--- src/rtl/control_sequencer.sv ---
// Hardwired control unit: fetch (T0..T3) with bounded memory wait, then decode/execute
// (T4..T7) for ALU, mul/div, nop and halt instructions. All outputs are a Moore decode.
module control_sequencer #(
    parameter int unsigned MEM_TIMEOUT = 15
) (
    input  logic        Clock,
    input  logic        clear,
    input  logic [31:0] IR,
    input  logic        Mem_ready,
    input  logic        Stop,
    output logic        PCout,
    output logic        Zlowout,
    output logic        Zhighout,
    output logic        MDRout,
    output logic        MARin,
    output logic        PCin,
    output logic        MDRin,
    output logic        IRin,
    output logic        Yin,
    output logic        HIin,
    output logic        LOin,
    output logic        IncPC,
    output logic        Read,
    output logic        Zin_low,
    output logic        Zin_high,
    output logic [15:0] Rin,
    output logic [15:0] Rout,
    output logic [3:0]  operation,
    output logic        Run,
    output logic        Fault
);

    localparam int unsigned CntW = (MEM_TIMEOUT < 2) ? 1 : $clog2(MEM_TIMEOUT + 1);

    typedef enum logic [3:0] {
        StRst, StT0, StT1, StT2, StT3, StT4, StT5, StT6, StT7, StHalt
    } state_e;

    state_e            state_q, state_d;
    logic [CntW-1:0]   cnt_q, cnt_d;
    logic              fault_q, fault_d;

    logic [4:0] opcode;
    logic [3:0] ra, rb, rc;
    logic       is_alu, is_md, is_halt;
    logic [3:0] alu_code;
    logic       unused_ir;

    assign opcode    = IR[31:27];
    assign ra        = IR[26:23];
    assign rb        = IR[22:19];
    assign rc        = IR[18:15];
    assign unused_ir = ^IR[14:0];

    always_comb begin
        is_alu   = 1'b0;
        is_md    = 1'b0;
        is_halt  = 1'b0;
        alu_code = 4'b0000;
        case (opcode)
            5'b00011: begin is_alu = 1'b1; alu_code = 4'b0001; end
            5'b00100: begin is_alu = 1'b1; alu_code = 4'b0010; end
            5'b00101: begin is_alu = 1'b1; alu_code = 4'b1000; end
            5'b00110: begin is_alu = 1'b1; alu_code = 4'b1001; end
            5'b00111: begin is_alu = 1'b1; alu_code = 4'b0011; end
            5'b01000: begin is_alu = 1'b1; alu_code = 4'b0100; end
            5'b01001: begin is_alu = 1'b1; alu_code = 4'b0101; end
            5'b01010: begin is_alu = 1'b1; alu_code = 4'b0110; end
            5'b01110: begin is_md  = 1'b1; alu_code = 4'b1010; end
            5'b01111: begin is_md  = 1'b1; alu_code = 4'b1011; end
            5'b11011: is_halt = 1'b1;
            default: ;
        endcase
    end

    always_ff @(posedge Clock or posedge clear) begin
        if (clear) begin
            state_q <= StRst;
            cnt_q   <= '0;
            fault_q <= 1'b0;
        end else begin
            state_q <= state_d;
            cnt_q   <= cnt_d;
            fault_q <= fault_d;
        end
    end

    // Wait counter idles at zero outside T2, so every entry to T2 starts a fresh count.
    always_comb begin
        state_d = state_q;
        cnt_d   = '0;
        fault_d = fault_q;
        unique case (state_q)
            StRst: state_d = StT0;
            StT0:  state_d = StT1;
            StT1:  state_d = StT2;
            StT2: begin
                if (Mem_ready) begin
                    state_d = StT3;
                end else if (cnt_q == CntW'(MEM_TIMEOUT - 1)) begin
                    state_d = StHalt;
                    fault_d = 1'b1;
                end else begin
                    cnt_d = cnt_q + CntW'(1);
                end
            end
            StT3: state_d = StT4;
            StT4: begin
                if (is_alu || is_md) state_d = StT5;
                else if (is_halt)    state_d = StHalt;
                else                 state_d = Stop ? StHalt : StT0;
            end
            StT5: state_d = StT6;
            StT6: begin
                if (is_md) state_d = StT7;
                else       state_d = Stop ? StHalt : StT0;
            end
            StT7:   state_d = Stop ? StHalt : StT0;
            StHalt: state_d = StHalt;
            default: state_d = StRst;
        endcase
    end

    always_comb begin
        PCout     = 1'b0;
        Zlowout   = 1'b0;
        Zhighout  = 1'b0;
        MDRout    = 1'b0;
        MARin     = 1'b0;
        PCin      = 1'b0;
        MDRin     = 1'b0;
        IRin      = 1'b0;
        Yin       = 1'b0;
        HIin      = 1'b0;
        LOin      = 1'b0;
        IncPC     = 1'b0;
        Read      = 1'b0;
        Zin_low   = 1'b0;
        Zin_high  = 1'b0;
        Rin       = 16'h0000;
        Rout      = 16'h0000;
        operation = 4'b0000;
        Run       = (state_q != StRst) && (state_q != StHalt);
        Fault     = fault_q;
        unique case (state_q)
            StT0: begin
                PCout   = 1'b1;
                MARin   = 1'b1;
                IncPC   = 1'b1;
                Zin_low = 1'b1;
            end
            StT1: begin
                Zlowout = 1'b1;
                PCin    = 1'b1;
                Read    = 1'b1;
            end
            StT2: begin
                Read  = 1'b1;
                MDRin = 1'b1;
            end
            StT3: begin
                MDRout = 1'b1;
                IRin   = 1'b1;
            end
            StT4: begin
                if (is_alu || is_md) begin
                    Rout = 16'(1) << rb;
                    Yin  = 1'b1;
                end
            end
            StT5: begin
                if (is_alu || is_md) begin
                    Rout      = 16'(1) << rc;
                    operation = alu_code;
                    Zin_low   = 1'b1;
                    Zin_high  = is_md;
                end
            end
            StT6: begin
                Zlowout = 1'b1;
                if (is_md) LOin = 1'b1;
                else       Rin  = 16'(1) << ra;
            end
            StT7: begin
                Zhighout = 1'b1;
                HIin     = 1'b1;
            end
            default: ;
        endcase
    end

endmodule

--- config.mk ---
export PLATFORM = sky130hd
export DESIGN_NAME = control_sequencer
export DESIGN_NICKNAME = d
export VERILOG_FILES = /design/src/rtl/control_sequencer.sv
export SDC_FILE = /design/constraint.sdc
export NUM_CORES = 1
export LEC_CHECK = 0
export BUFFER_PORTS_ARGS = -buffer_cell sky130_fd_sc_hd__buf_2
export CAP_MARGIN = 20
export CORE_MARGIN = 8
export CORE_UTILIZATION = 42
export DETAILED_ROUTE_END_ITERATION = 7
export GPL_ROUTABILITY_DRIVEN = 0
export PLACE_DENSITY = 0.8
export SYNTH_ARGS = -nofsm -noshare
export SYNTH_HDL_FRONTEND = slang
export SYNTH_SLANG_ARGS = --single-unit
--- constraint.sdc ---
create_clock -name Clock -period 1.89 [get_ports Clock]
set_input_delay 0.378 -clock Clock [delete_from_list [all_inputs] [get_ports Clock]]
set_output_delay 0.378 -clock Clock [all_outputs]
set_load 0.005 [all_outputs]
-- Yosys cells after proc, flatten, opt, wreduce, memory -nomap -nowiden
Index checks and enable logic that the tools add are counted.
- input bits: 36
- word-level logic and storage cells: 75
- output and inout port bits: 53
- register bits after elaboration: 9
- add/subtract/negate cells: 1
- bitwise gates (word level): 1
- multiplexer cells: 35
- eq/ne operators: 23
- reductions and logical operators: 9
- shift-type cells: 3
- operators by type and width (cell ; count):
    4-bit case mux with 10 select lines ; 2
    16-bit two-way mux ; 4
    1-bit by 4-bit << shifter with 16-bit output (first input constant) ; 3
    4-bit two-way mux ; 11
    16-bit case mux with 2 select lines ; 1
    5-bit by 4-bit == test with 1-bit output (second input constant) ; 5
    5-bit by 3-bit == test with 1-bit output (second input constant) ; 4
    4-bit by 3-bit == test with 1-bit output (second input constant) ; 4
    1-bit two-way mux ; 16
    4-bit == test (second input constant) ; 3
    4-bit by 2-bit == test with 1-bit output (second input constant) ; 2
    8-bit OR reduction ; 1
    2-bit OR reduction ; 3
    5-bit by 2-bit == test with 1-bit output (second input constant) ; 1
    5-bit == test (second input constant) ; 1
    4-bit by 1-bit adder with 4-bit output (second input constant) ; 1
    4-bit by 1-bit == test with 1-bit output (second input constant) ; 1
    4-bit zero test ; 1
    4-bit inequality test (second input constant) ; 1
    4-bit nonzero test ; 1
    3-bit inequality test (second input constant) ; 1
    3-bit AND reduction ; 1
    1-bit case mux with 2 select lines ; 1
    1-bit logical AND ; 1
    other kinds (2) ; 2

-- Longest topological paths before layout
- depth after elaboration: 6
- gate-level depth with buffers: 6
- gate-level depth less buffers: 6

-- Worst setup path after synthesis
Ideal clock, no wire load.
- path type: flip-flop to output port
- start: register state_q[3]
- end: output Rout[11]
- cell stages (with the launch flop): 6
- data arrival time: 1.429 ns
- setup slack: 0.083 ns
- required time: 1.512 ns
- buffers on the path: 1
- cells stage by stage: dfrtp_1 nand2b_2 nor3_4 nand3_2 buf_2 o32ai_1
- cells in the longest elaborated chain, start to end: 2
- elaborated cells on any way between the ends: 3
- those cells by class: 2 x eq/ne; 1 x mux
- RTL lines (item ; line ; source):
    from (decl) ; 39 ; state_e state_q, state_d;
    from (signal assigned) ; 78 ; state_q <= StRst;
    from (signal assigned) ; 82 ; state_q <= state_d;
    4-bit by 3-bit == test with 1-bit output ; 145 ; unique case (state_q)
    16-bit case mux with 2 select lines * ; 145 ;
    to (decl) ; 27 ; output logic [15:0] Rout,
Mark *: on every way between the ends. The rest lies on a longest branch, timed or not.

-- Worst setup path in the final report
- start: register state_q[0]
- end: output Rout[9]
Same word-level chain as after synthesis.

==> impl_results.html <==
<table>
<tr><th>Metric</th><th>Value</th></tr>
<tr><th colspan="2">Finish</th></tr>
<tr><td>Filler cell count in the final layout</td><td>roughly 250</td></tr>
<tr><td>Sequential cell area</td><td>about 230 µm²</td></tr>
<tr><td>Total area of multi-input combinational cells</td><td>between 1000 and 1500 µm²</td></tr>
<tr><td>Layout Nets</td><td>320</td></tr>
<tr><td>Number of non-filler instances in the completed layout</td><td>roughly 330</td></tr>
<tr><td>Post-synthesis to final-layout area growth</td><td>64.6%</td></tr>
<tr><td>Antenna Diode Count</td><td>0</td></tr>
<tr><td>Share of the core filled with cells in the final layout</td><td>about 72%</td></tr>
<tr><td>Share of post-route cells with drive strength above 1</td><td>a little over half</td></tr>
<tr><td>Final instance area</td><td>~2200 µm²</td></tr>
<tr><th colspan="2">Clocking</th></tr>
<tr><td>CTS clock-pin slew for the worst setup and hold paths</td><td>roughly 0.060 ns</td></tr>
<tr><td>Clock sinks</td><td>9</td></tr>
<tr><td>Deepest clock path buffer count</td><td>2</td></tr>
<tr><td>H-tree level count</td><td>1</td></tr>
<tr><td>Number of buffers added by the clock tree synthesis step</td><td>3</td></tr>
<tr><td>Cell at the root of the clock tree</td><td>clkbuf_4</td></tr>
<tr><td>Clock tree from TritonCTS</td><td>built</td></tr>
<tr><td>CTS Hold Bufs</td><td>0</td></tr>
<tr><td>Source-to-sink clock delay at the later pin of the worst-skew pair</td><td>0.26 ns</td></tr>
<tr><th colspan="2">Setup path</th></tr>
<tr><td>Capturing element type of the critical path</td><td>output pin</td></tr>
<tr><td>CP Max Fanout</td><td>6</td></tr>
<tr><td>Signal arrival time at the worst endpoint</td><td>approximately 1.7 ns</td></tr>
<tr><td>Required time at the endpoint of the critical path</td><td>~1.5 ns</td></tr>
<tr><td>Element type at the critical path start</td><td>flip-flop</td></tr>
<tr><td>Worst Setup Path Type</td><td>flip-flop to output pin</td></tr>
<tr><th colspan="2">STA</th></tr>
<tr><td>Least setup slack across all paths after layout</td><td>-0.200 ns</td></tr>
<tr><td>Max Clk Rate</td><td>approximately 480 MHz</td></tr>
<tr><td>Transition time at the pin with the least slew margin</td><td>between 0.3 and 0.4 ns</td></tr>
<tr><td>Final hold viol count</td><td>0</td></tr>
<tr><td>Worst-case headroom to the max-slew limit</td><td>between 70% and 80%</td></tr>
<tr><td>Final min period</td><td>2.09 ns</td></tr>
<tr><td>Max-slew violations</td><td>0</td></tr>
<tr><td>Final setup violating endpoints</td><td>34</td></tr>
<tr><td>Fraction of the cycle the final worst path needs</td><td>111%</td></tr>
<tr><td>Setup TNS</td><td>-3.29 ns</td></tr>
<tr><td>Clk_skew</td><td>about 0.0055 ns</td></tr>
<tr><td>Setup repair after global routing missed its margin</td><td>yes</td></tr>
<tr><th colspan="2">Flow run</th></tr>
<tr><td>Number of maximum-capacitance constraint violations</td><td>0</td></tr>
<tr><th colspan="2">Outcome</th></tr>
<tr><td>Outcome</td><td>complete, but fails checks</td></tr>
<tr><td>Violated checks</td><td>setup timing</td></tr>
<tr><th colspan="2">Placed design</th></tr>
<tr><td>Number of cells after detailed placement</td><td>around 320</td></tr>
<tr><td>Number of buffers inserted by port buffering</td><td>73</td></tr>
<tr><td>HPWL after detailed placement</td><td>roughly 3500 µm</td></tr>
<tr><td>Placed cell area</td><td>1880 µm²</td></tr>
<tr><th colspan="2">GRT</th></tr>
<tr><td>Pin count of the biggest net entering global routing</td><td>13</td></tr>
<tr><td>Antenna violations before repair</td><td>0</td></tr>
<tr><td>Via count of the first global-routing pass</td><td>1694</td></tr>
<tr><td>First-pass GRT wire length</td><td>approximately 7800 µm</td></tr>
<tr><td>Overall Global Routing Usage</td><td>between 10% and 20%</td></tr>
<tr><td>Total congestion overflow after global routing</td><td>0</td></tr>
<tr><th colspan="2">Floorplanning</th></tr>
<tr><td>Std-Cell Core Area</td><td>approximately 3100 µm²</td></tr>
<tr><td>Top-level port count</td><td>89</td></tr>
<tr><td>Vertical extent of the die</td><td>~73 µm</td></tr>
<tr><td>Floorplan die width</td><td>approximately 73 µm</td></tr>
<tr><td>Rows</td><td>20</td></tr>
<tr><td>Die Footprint</td><td>5260 µm²</td></tr>
<tr><td>Starting density of the core</td><td>44.0%</td></tr>
<tr><th colspan="2">Synthesis</th></tr>
<tr><td>Biggest area contributors in the synthesized netlist</td><td>dfrtp_1, nor2_1, nand2b_1</td></tr>
<tr><td>Share of synthesized area occupied by flip-flops and latches</td><td>16.8%</td></tr>
<tr><td>Share of the synthesized area in the top cell type</td><td>about 17%</td></tr>
<tr><td>Largest area contributor in the synthesized netlist</td><td>dfrtp_1</td></tr>
<tr><td>Post-synthesis instance area</td><td>between 1000 and 1500 µm²</td></tr>
<tr><td>Post-Synthesis Mean Instance Area</td><td>7.14 µm²</td></tr>
<tr><td>Cell count after synthesis</td><td>~190</td></tr>
<tr><td>Post-synthesis register bit count</td><td>9</td></tr>
<tr><td>Mapped Nets</td><td>226</td></tr>
<tr><td>Number of distinct library cells after synthesis</td><td>49</td></tr>
<tr><td>Synthesis warning total</td><td>0</td></tr>
<tr><th colspan="2">Routing</th></tr>
<tr><td>Avg WL per Cell</td><td>between 15 and 20 µm</td></tr>
<tr><td>Final wirelength</td><td>between 4000 and 5000 µm</td></tr>
<tr><td>Via density per instance</td><td>5.48</td></tr>
<tr><td>Number of optimization iterations in the first detailed-route pass</td><td>4</td></tr>
<tr><td># DRC</td><td>0</td></tr>
<tr><td>Antenna viol nets, final</td><td>0</td></tr>
<tr><td>Via total after detailed routing</td><td>1780</td></tr>
<tr><td>Number of design-rule violations left by the first detailed-router iteration</td><td>approximately 80</td></tr>
<tr><th colspan="2">Power</th></tr>
<tr><td>Leakage power</td><td>a little over 1 nW</td></tr>
<tr><td>Power density cells</td><td>approximately 690 nW/µm²</td></tr>
<tr><td>Worst IR drop on VDD</td><td>roughly 0.56 mV</td></tr>
<tr><td>Design Power</td><td>roughly 1.5 mW</td></tr>
<tr><th colspan="2">Min path</th></tr>
<tr><td>Class of the most critical hold timing path</td><td>input pin to async pin</td></tr>
</table>
==> synth_stat cells, drive strengths merged <==
cell    number
nand4        9
buf         11
xor2         1
nor2        27
clkbuf       5
o21ai        5
a21oi        2
nor4         2
or3b         2
and3         2
o31ai        8
o31a         1
dfrtp        9
a2111o       1
a41o         1
a211o        1
or2          3
and2b        1
inv          6
nand3        9
a311oi       1
and4bb       1
o22ai        1
o41a         1
o32ai        8
a31oi        3
a21boi       2
nor2b        9
nor3b        1
xnor2        2
nand3b       4
nand2b      15
o41ai        2
nand2       11
or3          4
nor3        11
nand4b       2
a41oi        1
ha           2
o21a         1
==> critical path: stages, from the launching register on <==
cell	delay, ns
dfrtp_2	0.47
nor3_4	0.27
nand3_4	0.12
buf_12	0.16
o32ai_2	0.26
buf_2	0.17
==> routing by layer <==
metal	global-route usage [%]	routed length (µm)	vias up	part of all wire, %
met1	20.8	2050	802	41
met5	0	0	-	0
met2	28.7	2310	85	47
met3	4.68	458	10	9.3
li1	-	-	883	-
met4	9.33	123	0	2.5
==> worst paths after layout <==
check	start	to	slack, ns	cells after the start
min	clear	state_q[3]	0.06	2
min reg2reg	Fault	Fault	0.48	1
max reg2reg	state_q[2]	state_q[1]	0.37	5
max	state_q[0]	Rout[9]	-0.20	5
max in group asynchronous	clear	state_q[0]	1.55	2
min in group Clock	Mem_ready	state_q[2]	0.43	3
==> per-stage QoR <==
step / setup WS (ns) / hold WS [ns]
CTS: -0.189 / 0.0618
detailed placement: -0.120 / 0.348
global route: -0.241 / 0.0998
floorplan: 0.0834 / 0.206
finish: -0.200 / 0.0605
global placement: -0.0767 / 0.345
==> cells in the final DEF, fill, tap and decap left out, drive strengths merged, types with 3 or more instances in the layout <==
cell,n
or2,3
nand4,9
clkbuf,4
nor3,11
inv,6
nor2,27
nor2b,9
o31ai,8
nand3b,4
nand2,11
dfrtp,9
o21ai,5
or3,4
a31oi,3
o32ai,8
buf,104
nand2b,15
nand3,10
==> power by group <==
part | internal (mW) | switching (mW) | total, mW
Combinational | 0.496 | 0.552 | 1.05
Clock | 0.0814 | 0.0681 | 0.150
Sequential | 0.244 | 0.0797 | 0.324
Total | 0.821 | 0.700 | 1.52
==> state kept, by name (all words and copies together) (netlist names) <==
name and cells:
cnt_q 4, state_q 4, Fault 1
==> cell families after synthesis <==
kind of cell	Yosys count	share of synthesized area, %
adder cells (fa/ha/maj)	2	1.86
buffers and inverters	22	8.11
AND/OR/NAND/NOR	113	48.5
flip-flops	9	16.8
AO/OA/AOI/OAI	39	22.8
XOR/XNOR	3	1.96
==> repair_timing <==
action	4_1_cts	5_1_grt
setup buffers	2	2
gates cloned	1	0
resized for setup	26	21
pin swaps	19	13
setup endpoints to repair	40	49
==> cell type report <==
type                            count  share of cell area, %
Sequential cell                     9                   10.4
Multi-Input combinational cell    158                   56.3
Clock buffer                        4                   1.19
Timing Repair Buffer              104                   28.7
Tap cell                           44                   2.49
Inverter                            6                   1.02
(Power assumes the default switching activity.)
